--- config.mk ---
export PLATFORM = sky130hd
export DESIGN_NAME = mem_port_arbiter
export DESIGN_NICKNAME = d
export VERILOG_FILES = /design/src/rtl/mem_port_arbiter.sv
export SDC_FILE = /design/constraint.sdc
export NUM_CORES = 1
export LEC_CHECK = 0
export CAP_MARGIN = 20
export CORE_UTILIZATION = 39
export DETAILED_ROUTE_END_ITERATION = 6
export PLACE_DENSITY = 0.76
export REMOVE_ABC_BUFFERS = 1
export SLEW_MARGIN = 15
export SYNTH_ARGS = -nofsm -noshare
export SYNTH_HDL_FRONTEND = slang
export SYNTH_SLANG_ARGS = --single-unit
export TNS_END_PERCENT = 50
--- constraint.sdc ---
create_clock -name clk -period 3.42 [get_ports clk]
set_input_delay 0.513 -clock clk [delete_from_list [all_inputs] [get_ports clk]]
set_output_delay 0.513 -clock clk [all_outputs]
set_load 0.02 [all_outputs]
--- src/rtl/mem_port_arbiter.sv ---
// mem_port_arbiter: shares one single-ported memory between instruction fetch and load/store
// Ports: clk/rst; if_* fetch requester; dm_* data requester; mem_* memory side;
//        stall_if/stall_mem freeze the pipeline until the owner's access completes; busy = not IDLE.
module mem_port_arbiter #(
    parameter int ADDR_W     = 7,
    parameter int MEM_LAT    = 1,
    parameter int MAX_STARVE = 4
) (
    input  logic              clk,
    input  logic              rst,
    input  logic              if_req,
    input  logic [ADDR_W-1:0] if_addr,
    output logic              if_ready,
    output logic [31:0]       if_rdata,
    input  logic              dm_req,
    input  logic              dm_we,
    input  logic [2:0]        dm_funct3,
    input  logic [ADDR_W-1:0] dm_addr,
    input  logic [31:0]       dm_wdata,
    output logic              dm_ready,
    output logic [31:0]       dm_rdata,
    output logic              mem_en,
    output logic              mem_we,
    output logic [2:0]        mem_funct3,
    output logic [ADDR_W-1:0] mem_addr,
    output logic [31:0]       mem_wdata,
    input  logic [31:0]       mem_rdata,
    output logic              stall_if,
    output logic              stall_mem,
    output logic              busy
);
    localparam int SW = $clog2(MAX_STARVE + 2);
    localparam logic [SW-1:0] STARVE_MAX = SW'(MAX_STARVE);
    localparam logic [3:0] LAT_LAST = 4'(MEM_LAT - 1);

    typedef enum logic [1:0] {IDLE, ACCESS, RESP} state_t;

    state_t              r_state, w_next;
    logic [3:0]          r_cnt;
    logic [SW-1:0]       r_starve;
    logic                r_own_dm, r_we;
    logic [2:0]          r_funct3;
    logic [ADDR_W-1:0]   r_addr;
    logic [31:0]         r_wdata, r_if_rdata, r_dm_rdata;
    logic                w_grant_dm, w_start, w_access, w_last;

    always_comb begin
        w_grant_dm = dm_req & ~(if_req & (r_starve == STARVE_MAX));
        w_start    = (r_state == IDLE) & (if_req | dm_req);
        w_access   = r_state == ACCESS;
        w_last     = w_access & (r_cnt == 4'd0);
        w_next     = w_start ? ACCESS : w_last ? RESP : (r_state == RESP) ? IDLE : r_state;
        mem_en     = w_access;
        mem_we     = w_access & r_we;
        mem_funct3 = w_access ? r_funct3 : 3'd0;
        mem_addr   = w_access ? r_addr : '0;
        mem_wdata  = w_access ? r_wdata : 32'd0;
        if_ready   = (r_state == RESP) & ~r_own_dm;
        dm_ready   = (r_state == RESP) & r_own_dm;
        // rst gating keeps the stalls low while reset is held
        stall_if   = ~rst & if_req & ~if_ready;
        stall_mem  = ~rst & dm_req & ~dm_ready;
        busy       = r_state != IDLE;
        if_rdata   = r_if_rdata;
        dm_rdata   = r_dm_rdata;
    end

    always_ff @(posedge clk or posedge rst) begin
        if (rst)
            r_state <= IDLE;
        else
            r_state <= w_next;
    end

    always_ff @(posedge clk or posedge rst) begin
        if (rst) begin
            r_own_dm   <= 1'b0;
            r_we       <= 1'b0;
            r_funct3   <= 3'd0;
            r_addr     <= '0;
            r_wdata    <= 32'd0;
            r_cnt      <= 4'd0;
            r_starve   <= '0;
            r_if_rdata <= 32'd0;
            r_dm_rdata <= 32'd0;
        end else if (w_start) begin
            r_own_dm <= w_grant_dm;
            r_we     <= w_grant_dm & dm_we;
            r_funct3 <= w_grant_dm ? dm_funct3 : 3'b010;
            r_addr   <= w_grant_dm ? dm_addr : if_addr;
            r_wdata  <= w_grant_dm ? dm_wdata : 32'd0;
            r_cnt    <= LAT_LAST;
            // count data grants that made a waiting fetch wait longer
            r_starve <= !w_grant_dm ? '0 :
                        (if_req && r_starve != STARVE_MAX) ? r_starve + SW'(1) : r_starve;
        end else if (w_access) begin
            r_cnt <= w_last ? r_cnt : r_cnt - 4'd1;
            if (w_last && !r_we && r_own_dm)
                r_dm_rdata <= mem_rdata;
            if (w_last && !r_we && !r_own_dm)
                r_if_rdata <= mem_rdata;
        end
    end
endmodule

==> flow_summary.toml <==
[setup_path]
crit_arrival_ps = 2390
path_depth = 5
path_max_fanout = 48
cp_slowest_cell = "clkdlybuf4s50_1"
end_kind = "output port"
cp_top_family = "buffers and inverters"
cp_data_required_time_ps = 2910
critPathBufInv = 3
critical_path_class = "reg2out"
startpoint_type = "flip-flop"
path_cells = "nand2b_2 -> inv_1 -> buf_4 -> and2_1 -> clkdlybuf4s50_1"
slowest_delay_ps = 630
reg2regPathDepth = 6

[sta]
rsz0062_at_grt = "no"
fin_crit_sh_pct = 84.81
max_slew_margin_pct = 37.26
hold_violations = 0
whs_ps = 488.2
fmax_ghz = 0.3448
setup_viol = 0
skew_ps = 6.940
min_period_ps = 2901
slew_viol_final = 0
worst_pin_slew_ps = 941.1
setup_slack_ps = 519.4
setup_tns_ps = 0

[final_layout]
mostFrequentLayoutCells = "clkdlybuf4s50_1, dfrtp_1, mux2_2"
layout-drive-gt1-share_pct = 18.52
antennaDiodeCount = 0
fill_cells = 985
fin_util_pct = 62.69
fin_nets = 659
seq_area_um2 = 2928
final_common_cell = "clkdlybuf4s50_1"
multi_input_area_um2 = 1785
areaGrowthSynthToFinish_pct = 55.87

[detailed_routing]
first_pass_iters = 4
routed_wl_um = 12810
drc = 0
drtAntennaViolNets = 0
routedWlPerCell_um = 17.06
via_count = 3719
vias_per_cell = 4.952
first_iter_violations = 196

[synth]
synthCells = 365
synth_edf_count = 0
synth_area_um2 = 4871
postSynthAreaPerCell_um2 = 13.34
ys_warn_count = 0
ys_types = 39
synth-seq-area-share_pct = 60.11
synth_flop_cell = "dfrtp_1"
synth-seq-cells = 117
async_reset_ff_share_pct = 100.0

[worst_hold_path]
holdPathStages = 1
hp-class = "reg2reg"

[clock_tree]
cts_buffer_depth = 2
cts_max_level = 4
cts_tree = "yes"
cts_hold_buf = 0
cts_setup_buffers = 0
clk_pin_slew_worst_paths_ps = 50
clk_latency_ps = 410
numCtsBuffers = 17
root_buffer = "clkbuf_16"
ctsResizeCount = 0
cts.sinks = 117

[floorplanning]
core_um2 = 12110
initial_utilization_pct = 40.22
rows = 40
die-height_um = 113.8
num_io_pins = 199
die-area_um2 = 12940
fp.dieW_um = 113.8

[power_and_ir_drop]
intPower_w = 0.004814
p_clk_share_pct = 22.6
p_comb_share_pct = 45.3
peakVddDrop_mv = 0.4952
switching_share_pct = 35.14
seq_power_share_pct = 32.2
p_sw_w = 0.002608
p_per_area_nw_per_um2 = 977.5
power_w = 0.007422
p_leak_nw = 3.196

[global_route]
grt_remaining_overflow = 0
antenna_found_initial = 0
grt_pass1_wl_um = 20310
grt_pass1_vias = 3976
grt_max_degree = 78
grt_usage_pct = 20.70

[placed_design]
dp_slack_ps = 605.0
place_hpwl_um = 8829
portBuffers = 198
gp_congestion = 0.7771

[outcome]
outcome = "completed"

[job]
cap_violations = 0
## Yosys cell counts (2+ instances only)
master    count  share of area [%]
dfrtp_1     117                 60
mux2_2       59                 14
a21oi_1       7               0.72
a22o_1       35                6.3
nand4_1       3               0.39
o22ai_1       2               0.26
nor2_1        2               0.15
o21ai_0      13                1.3
nor3b_1       3               0.46
ha_1          3               0.77
and2_1       43                5.5
mux2_1        5                1.2
buf_6         3               0.69
inv_1        11               0.85
nand2_1       4               0.31
nand3_1       9               0.92
buf_2         9               0.92
nor3_1        2               0.21
clkbuf_1      9               0.69
a31oi_1       7               0.90
## worst paths after layout
check / from / end / slack [ps]
worst max-delay path: r_state[1]$_DFFE_PP0P_ / mem_wdata[17] / 520
worst min-delay path: if_rdata[28]$_DFFE_PP0P_ / if_rdata[28]$_DFFE_PP0P_ / 490
worst max register to register: r_cnt[0]$_DFFE_PP0P_ / if_rdata[27]$_DFFE_PP0P_ / 1200
worst min register to register: if_rdata[28]$_DFFE_PP0P_ / if_rdata[28]$_DFFE_PP0P_ / 490
max in group asynchronous: rst / dm_rdata[31]$_DFFE_PP0P_ / 1880
min in group asynchronous: rst / r_cnt[1]$_DFFE_PP0P_ / 730
## cell families (layout without fill, tap and decap cells)
logic type,after synthesis,count (layout),synth area share [%]
xor+xnor,1,1,0.1798
compound gates,70,70,10.53
fa+ha+maj,3,3,0.7707
simple gates,77,77,10.38
buf+inv,33,251,3.236
flops,117,117,60.11
mux,64,64,14.80
## cell type report
cell class | instances | area share [%]
inverters | 12 | 0.6262
flip-flops and latches | 117 | 38.56
repair buffers | 207 | 26.99
clock buffers | 21 | 6.196
well taps | 168 | 2.769
multi-input cells | 215 | 23.52
clock inverters | 11 | 1.335
## per-stage QoR
step,instances,cell area [um^2]
floorplan,344,4758
global placement,719,7020
CTS,751,7592
detailed placement,719,7020
finish,751,7592
global route,751,7592
## power groups by stage
stage	clock network [W]	logic (W)	registers (W)
after floorplan	0	0.00136	0.00282
after global placement	0	0.00332	0.00236
after detailed placement	0	0.00338	0.00239
after CTS	0.00171	0.00340	0.00239
after global routing	0.00178	0.00356	0.00247
final	0.00167	0.00336	0.00239
## metal layers
metal	up-vias	share of wire, %	global-route usage, %
li1	1724	-	-
met1	1864	39	24.57
met2	116	54	35.45
met3	15	4.5	5.420
met4	0	1.6	9.035
met5	-	0	0
## state kept, by name, indices dropped and copies added (netlist names)
register / flops
r_we: 1
dm_rdata: 32
if_rdata: 32
r_funct3: 3
r_wdata: 32
r_starve: 3
r_cnt: 4
r_state: 2
r_addr: 7
r_own_dm: 1
Note: power is estimated with default switching activity, not from simulation.
